File: src/rtl/ram_bit_writer_if.sv
// Serial-source / RAM-write bundle for the bit-serial RAM writer.
// master = stream source and observer, slave = packer.
interface ram_bit_writer_if #(
   parameter int DATA_WIDTH = 8,
   parameter int ADDR_WIDTH = 11
);
   logic                  start;
   logic [ADDR_WIDTH-1:0] base_addr;
   logic                  bit_in;
   logic                  bit_valid;
   logic                  bit_ready;
   logic                  flush;
   logic                  we;
   logic [ADDR_WIDTH-1:0] addr_out;
   logic [DATA_WIDTH-1:0] data_out;
   logic                  busy;
   logic                  full;
   logic [ADDR_WIDTH:0]   byte_count;

   modport master (
      output start, base_addr, bit_in, bit_valid, flush,
      input  bit_ready, we, addr_out, data_out, busy, full, byte_count
   );

   modport slave (
      input  start, base_addr, bit_in, bit_valid, flush,
      output bit_ready, we, addr_out, data_out, busy, full, byte_count
   );
endinterface

File: src/rtl/ram_bit_writer.sv
// Packs a serial bit stream into DATA_WIDTH words and writes them to RAM at auto-incrementing addresses.
// Latency: we pulses the cycle after the word's last bit is accepted; DATA_WIDTH+1 cycles per word at best.
// Backpressure: bit_ready low outside SHIFT (write cycle, idle, full); the source holds its bit until accepted.
module ram_bit_writer #(
   parameter int DATA_WIDTH = 8,
   parameter int ADDR_WIDTH = 11,
   parameter bit MSB_FIRST  = 1'b1
) (
   input  logic             clk,
   input  logic             rst,
   ram_bit_writer_if.slave  bus
);
   localparam int CW = $clog2(DATA_WIDTH + 1);
   localparam logic [CW-1:0] WORD_BITS = CW'(DATA_WIDTH);

   typedef enum logic [1:0] {S_IDLE, S_SHIFT, S_WRITE, S_FULL} state_t;

   state_t                state_q, state_d;
   logic [ADDR_WIDTH-1:0] addr_q, addr_d;
   logic [DATA_WIDTH-1:0] data_q, data_d;
   logic [DATA_WIDTH-1:0] shreg_q, shreg_d;
   logic [DATA_WIDTH-1:0] shifted;
   logic [CW-1:0]         cnt_q, cnt_d;
   logic [ADDR_WIDTH:0]   bcnt_q, bcnt_d;

   always_ff @(posedge clk or posedge rst) begin
      if (rst) begin
         state_q <= S_IDLE;
         addr_q  <= '0;
         data_q  <= '0;
         shreg_q <= '0;
         cnt_q   <= '0;
         bcnt_q  <= '0;
      end else begin
         state_q <= state_d;
         addr_q  <= addr_d;
         data_q  <= data_d;
         shreg_q <= shreg_d;
         cnt_q   <= cnt_d;
         bcnt_q  <= bcnt_d;
      end
   end

   always_comb begin
      state_d = state_q;
      addr_d  = addr_q;
      data_d  = data_q;
      shreg_d = shreg_q;
      cnt_d   = cnt_q;
      bcnt_d  = bcnt_q;
      if (MSB_FIRST)
         shifted = {shreg_q[DATA_WIDTH-2:0], bus.bit_in};
      else
         shifted = {bus.bit_in, shreg_q[DATA_WIDTH-1:1]};

      if (bus.start) begin
         addr_d  = bus.base_addr;
         bcnt_d  = '0;
         cnt_d   = '0;
         shreg_d = '0;
         state_d = S_SHIFT;
      end else begin
         case (state_q)
            S_SHIFT: begin
               if (bus.bit_valid) begin
                  shreg_d = shifted;
                  cnt_d   = cnt_q + 1'b1;
               end
               // A bit arriving with flush is absorbed first; a completed word wins over flush
               if (cnt_d == WORD_BITS) begin
                  data_d  = shreg_d;
                  state_d = S_WRITE;
               end else if (bus.flush && cnt_d != '0) begin
                  if (MSB_FIRST)
                     data_d = shreg_d << (WORD_BITS - cnt_d);
                  else
                     data_d = shreg_d >> (WORD_BITS - cnt_d);
                  state_d = S_WRITE;
               end
            end
            S_WRITE: begin
               bcnt_d  = bcnt_q + 1'b1;
               cnt_d   = '0;
               shreg_d = '0;
               if (&addr_q) begin
                  state_d = S_FULL;
               end else begin
                  addr_d  = addr_q + 1'b1;
                  state_d = S_SHIFT;
               end
            end
            default: ;
         endcase
      end
   end

   assign bus.bit_ready  = (state_q == S_SHIFT);
   assign bus.we         = (state_q == S_WRITE);
   assign bus.busy       = (state_q == S_SHIFT) || (state_q == S_WRITE);
   assign bus.full       = (state_q == S_FULL);
   assign bus.addr_out   = addr_q;
   assign bus.data_out   = data_q;
   assign bus.byte_count = bcnt_q;
endmodule

File: src/flat_wrapper.sv
// flat-port wrapper written by rule: the top's interface ports become plain ports
module ram_bit_writer_flat 
#(
   parameter int DATA_WIDTH = 8,
   parameter int ADDR_WIDTH = 11,
   parameter bit MSB_FIRST  = 1'b1
)
  (clk, rst, bus_start, bus_base_addr, bus_bit_in, bus_bit_valid, bus_flush, bus_bit_ready, bus_we, bus_addr_out, bus_data_out, bus_busy, bus_full, bus_byte_count);
  ram_bit_writer_if #(.DATA_WIDTH(DATA_WIDTH), .ADDR_WIDTH(ADDR_WIDTH)) bus_i ();
  input  logic clk;
  input  logic rst;
  input wire logic [$bits(bus_i.start)-1:0] bus_start;
  input wire logic [$bits(bus_i.base_addr)-1:0] bus_base_addr;
  input wire logic [$bits(bus_i.bit_in)-1:0] bus_bit_in;
  input wire logic [$bits(bus_i.bit_valid)-1:0] bus_bit_valid;
  input wire logic [$bits(bus_i.flush)-1:0] bus_flush;
  output wire logic [$bits(bus_i.bit_ready)-1:0] bus_bit_ready;
  output wire logic [$bits(bus_i.we)-1:0] bus_we;
  output wire logic [$bits(bus_i.addr_out)-1:0] bus_addr_out;
  output wire logic [$bits(bus_i.data_out)-1:0] bus_data_out;
  output wire logic [$bits(bus_i.busy)-1:0] bus_busy;
  output wire logic [$bits(bus_i.full)-1:0] bus_full;
  output wire logic [$bits(bus_i.byte_count)-1:0] bus_byte_count;
  assign bus_i.start = bus_start;
  assign bus_i.base_addr = bus_base_addr;
  assign bus_i.bit_in = bus_bit_in;
  assign bus_i.bit_valid = bus_bit_valid;
  assign bus_i.flush = bus_flush;
  assign bus_bit_ready = bus_i.bit_ready;
  assign bus_we = bus_i.we;
  assign bus_addr_out = bus_i.addr_out;
  assign bus_data_out = bus_i.data_out;
  assign bus_busy = bus_i.busy;
  assign bus_full = bus_i.full;
  assign bus_byte_count = bus_i.byte_count;
  ram_bit_writer #(.DATA_WIDTH(DATA_WIDTH), .ADDR_WIDTH(ADDR_WIDTH), .MSB_FIRST(MSB_FIRST)) u_core (.clk(clk), .rst(rst), .bus(bus_i));
endmodule
File: config.mk
export PLATFORM = sky130hd
export DESIGN_NAME = ram_bit_writer_flat
export DESIGN_NICKNAME = d
export VERILOG_FILES = /design/src/rtl/ram_bit_writer_if.sv /design/src/rtl/ram_bit_writer.sv /design/src/flat_wrapper.sv
export SDC_FILE = /design/constraint.sdc
export NUM_CORES = 1
export LEC_CHECK = 0
export BUFFER_PORTS_ARGS = -buffer_cell sky130_fd_sc_hd__clkbuf_2
export CAP_MARGIN = 25
export CORE_ASPECT_RATIO = 1.2
export CORE_UTILIZATION = 30
export DETAILED_ROUTE_END_ITERATION = 8
export GPL_ROUTABILITY_DRIVEN = 0
export GPL_TIMING_DRIVEN = 0
export MAX_ROUTING_LAYER = met4
export PLACE_DENSITY = 0.54
export SYNTH_ARGS = -nofsm -noshare
export SYNTH_HDL_FRONTEND = slang
export SYNTH_SLANG_ARGS = --single-unit
File: constraint.sdc
create_clock -name clk -period 2.7 [get_ports clk]
set_clock_uncertainty 0.15 [all_clocks]
set_input_delay 0.135 -clock clk [delete_from_list [all_inputs] [get_ports clk]]
set_output_delay 0.135 -clock clk [all_outputs]
set_load 0.1 [all_outputs]
==> metrics.txt <==
outcome finished, final reports clean; DRC errors left 0; reg2reg setup slack 130 ps; number of global-route vias before repair 2644; peak ir drop on the vdd network 0.544 mV; maximum number of pins on one net before global-route repair 24; Setup-failing EPs final 0; area of the multi-input gates 1760 µm²; transition time at the pin with the least slew margin 644 ps; fill count 1022; first-pass iteration count of the detailed router 4; most heavily used metal layer in global routing met2; global routing met2 resource utilization 25.7%; die outline height 111 µm; Cells after DPL 501; TritonCTS Buffers 5; count of buffers inserted at the top-level ports 50; number of rows created at floorplan 39; path class of the lowest-slack min-delay path primary input to register; top cell family by delay on the critical path multiplexers; Placement Setup Slack -240 ps; hold path endpoint u_core.bus.addr_out[1]$_DFFE_PP0P_; sinks on the clock net 45; area of the die 10300 µm²; number of pins exceeding their max-slew limit in the final report 0; LEAKAGE 0.00156 µW; number of buffer and inverter instances along the worst setup path 0; total wire length after detailed routing 7540 µm; routed len/inst 14.6 µm; worst endpoint data arrival time 2650 ps; headroom to the max-slew limit 56.6%; antenna violations before repair 0; max-cap check violation count 0; wire length of the first global-routing pass 12800 µm; top-level I/O count 52; total placed instance area 3410 µm²; total of flip-flops plus latches after synthesis 45; PnR worst setup slack 127 ps; number of levels the H-tree was split into 2; met1 track demand over resource 20.0%; required time of the critical path 2770 ps; GRT Overall Usage 15.6%; number of nets with antenna violations after routing 0; highest clock frequency the design can meet 389 MHz; Chip Width 93.0 µm; Avg Cell Area, Syn 9.11 µm²; register area 1130 µm²; Layout Area Growth over Synthesis 24.4%; Final Cycle Share 95.3%; Core ar. 9560 µm²; Final Hold Fails 0; Initial Util 31.1%; post-synthesis cell area 2980 µm²; critical path, cell by cell ha_1 -> mux2i_4 -> ha_4 -> xnor2_4 -> xnor2_2 -> mux2_2 -> a222oi_1 -> o22a_1; number of vias in the routed layout 2590; startpoint type of the worst setup path register; worst hold slack 0.274 ps; unrepaired setup endpoints after global routing no; clock latency reported for the late side of the worst-skew pair 280 ps; ys flop type sky130_fd_sc_hd__dfrtp_1; worst reg2reg path startpoint u_core.cnt_q[1]$_DFFE_PP0P_; cell chosen for the clock root sky130_fd_sc_hd__clkbuf_16; end of the worst register-to-register path u_core.bus.data_out[6]$_DFFE_PP0P_; clock tree from TritonCTS built; half-perimeter wire length of the detailed placement result 5530 µm; Final Instance Count excl. Fillers 517; final net count 417; portion of the post-synthesis area used by sequential elements 37.8%; Setup crit end kind register; gate count after technology mapping 327; net count after synthesis 351; final std cell area, no fill 3710 µm²; buffers from clock root to sink, at most 2; beginning of the worst hold path bus_base_addr[1]; worst-case reg-to-reg path depth 8; total congestion overflow 0; cell depth of the worst min-delay path 3; share of cells above drive strength 1 23.1%; maximum fanout along the worst path 6; power per unit of standard cell area 1140 nW/µm²; Avg Vias per Cell 5.01; worst setup path category register to register; library cell contributing the largest single delay on the critical path sky130_fd_sc_hd__dfrtp_2; antenna diode count 0; Reg clk slew, reported paths 70 ps; met3 usage 2.26%; drt first-iter violations 122; YS warnings 0; count of flip-flops with a built-in enable after synthesis 0; shortest clock period the worst path allows after layout 2570 ps; number of distinct library cells after synthesis 64; proportion of register bits with asynchronous set or reset after synthesis 100%; slowest cell delay on critical path 470 ps
==> sequential cells by signal (all words and copies together), names as in the netlist <==
name	count
u_core.bus.byte_count	12
u_core.bus.addr_out	11
u_core.bus.data_out	8
u_core.shreg_q	8
u_core.cnt_q	4
u_core.state_q	2
==> worst max path at each step <==
stage	from	depth (start not counted)	end
CTS	u_core.cnt_q[1]$_DFFE_PP0P_	8	u_core.bus.data_out[6]$_DFFE_PP0P_
finish	u_core.cnt_q[1]$_DFFE_PP0P_	8	u_core.bus.data_out[6]$_DFFE_PP0P_
global route	u_core.cnt_q[1]$_DFFE_PP0P_	8	u_core.bus.data_out[6]$_DFFE_PP0P_
floorplan	u_core.bus.addr_out[0]$_DFFE_PP0P_	6	u_core.bus.addr_out[2]$_DFFE_PP0P_
detailed placement	u_core.cnt_q[0]$_DFFE_PP0P_	9	u_core.bus.data_out[7]$_DFFE_PP0P_
global placement	u_core.cnt_q[0]$_DFFE_PP0P_	9	u_core.bus.data_out[7]$_DFFE_PP0P_
==> worst reg2reg max path, cell delays in order, from the launching register on <==
cell	delay (ps)
sky130_fd_sc_hd__dfrtp_2	470
sky130_fd_sc_hd__ha_1	340
sky130_fd_sc_hd__mux2i_4	200
sky130_fd_sc_hd__ha_4	200
sky130_fd_sc_hd__xnor2_4	100
sky130_fd_sc_hd__xnor2_2	270
sky130_fd_sc_hd__mux2_2	390
sky130_fd_sc_hd__a222oi_1	230
sky130_fd_sc_hd__o22a_1	170
==> power breakdown <==
part,leakage [µW],internal [µW],total (µW),switching [µW]
combinational,0.000902,667,2510,1850
sequential,0.000578,813,961,148
clock,0.0000831,463,738,275
==> area by class of cell <==
cell class | instances | share of cell area, %
Clock buffer | 6 | 3.75
Timing Repair Buffer | 60 | 9.58
Tap cell | 123 | 4.15
Sequential cell | 45 | 30.4
Inverter | 8 | 0.810
Clock inverter | 2 | 1.01
Multi-Input combinational cell | 255 | 47.6
Buffer | 18 | 2.73
==> cell families after synthesis <==
family | synth area share (%)
buf+inv | 4.54
simple gates | 20.7
fa+ha+maj | 2.94
xor+xnor | 7.64
flops | 37.8
mux | 4.87
compound gates | 21.5
==> cells in the final DEF (no fill, tap or decap), drive strengths merged, types with 2 or more instances in the layout <==
| cell | n |
|---|---|
| o21a | 4 |
| nor2 | 28 |
| and3 | 6 |
| a311oi | 2 |
| dfrtp | 45 |
| o21ai | 21 |
| and2 | 7 |
| xnor2 | 9 |
| mux2i | 10 |
| xor2 | 11 |
| o31ai | 3 |
| nor2b | 9 |
| inv | 8 |
| a211oi | 6 |
| nand2 | 35 |
| o32a | 2 |
| dlygate4sd3 | 7 |
| a31oi | 8 |
| ha | 7 |
| nand2b | 5 |
| a22oi | 6 |
| buf | 12 |
| or3 | 3 |
| clkbuf | 65 |
| nand4 | 5 |
| o22a | 2 |
| o211ai | 2 |
| o31a | 3 |
| nand3 | 10 |
| mux2 | 2 |
| a21oi | 20 |
| nor3 | 10 |
| o41ai | 2 |
==> metal layers <==
| metal | share of wire, % | wire [µm] |
|---|---|---|
| met1 | 47 | 3580 |
| met2 | 49 | 3680 |
| met3 | 2.6 | 198 |
| met4 | 1.2 | 90 |
| met5 | 0 | 0 |
==> synthesized netlist by cell type, types with 2 or more instances <==
cell | n | area share [%]
sky130_fd_sc_hd__mux2_2 | 2 | 0.76
sky130_fd_sc_hd__o21a_1 | 4 | 1.0
sky130_fd_sc_hd__or3_1 | 3 | 0.63
sky130_fd_sc_hd__o31ai_1 | 3 | 0.76
sky130_fd_sc_hd__buf_4 | 2 | 0.50
sky130_fd_sc_hd__xnor2_1 | 7 | 2.1
sky130_fd_sc_hd__nand3_1 | 10 | 1.7
sky130_fd_sc_hd__mux2i_1 | 10 | 3.4
sky130_fd_sc_hd__clkbuf_1 | 10 | 1.3
sky130_fd_sc_hd__nand2_1 | 35 | 4.4
sky130_fd_sc_hd__a21oi_1 | 20 | 3.4
sky130_fd_sc_hd__dfrtp_1 | 45 | 38
sky130_fd_sc_hd__buf_6 | 3 | 1.1
sky130_fd_sc_hd__a31oi_1 | 8 | 1.7
sky130_fd_sc_hd__o32a_1 | 2 | 0.67
sky130_fd_sc_hd__a211oi_1 | 5 | 1.3
sky130_fd_sc_hd__nand2b_1 | 5 | 1.0
sky130_fd_sc_hd__nor2b_1 | 9 | 1.9
sky130_fd_sc_hd__nor2_1 | 28 | 3.5
sky130_fd_sc_hd__inv_1 | 8 | 1.0
sky130_fd_sc_hd__ha_1 | 7 | 2.9
sky130_fd_sc_hd__xor2_1 | 9 | 2.6
sky130_fd_sc_hd__buf_2 | 3 | 0.50
sky130_fd_sc_hd__and3_1 | 5 | 1.0
sky130_fd_sc_hd__nand4_1 | 4 | 0.84
sky130_fd_sc_hd__o22a_1 | 2 | 0.59
sky130_fd_sc_hd__o21ai_0 | 20 | 3.4
sky130_fd_sc_hd__nor3_1 | 10 | 1.7
sky130_fd_sc_hd__a22oi_1 | 6 | 1.5
sky130_fd_sc_hd__o211ai_1 | 2 | 0.50
sky130_fd_sc_hd__and2_1 | 5 | 1.0
sky130_fd_sc_hd__o31a_1 | 3 | 0.88
==> what timing repair did <==
| action | in CTS | in global routing |
|---|---|---|
| hold buffers | 7 | 0 |
| buffers inserted | 2 | 0 |
| resized for setup | 0 | 7 |
| pin swaps | 1 | 2 |
| endpoints found under the setup margin | 6 | 9 |
| endpoints found under the hold margin | 28 | 0 |
==> metrics by stage <==
stage	setup TNS, ps	power [µW]	util [%]
floorplan	0	2980	-
global placement	-406	3370	35.4
detailed placement	-485	3400	35.6
CTS	0	4180	38.3
global route	0	4450	38.8
finish	0	4210	38.8
(Power assumes the default switching activity.)
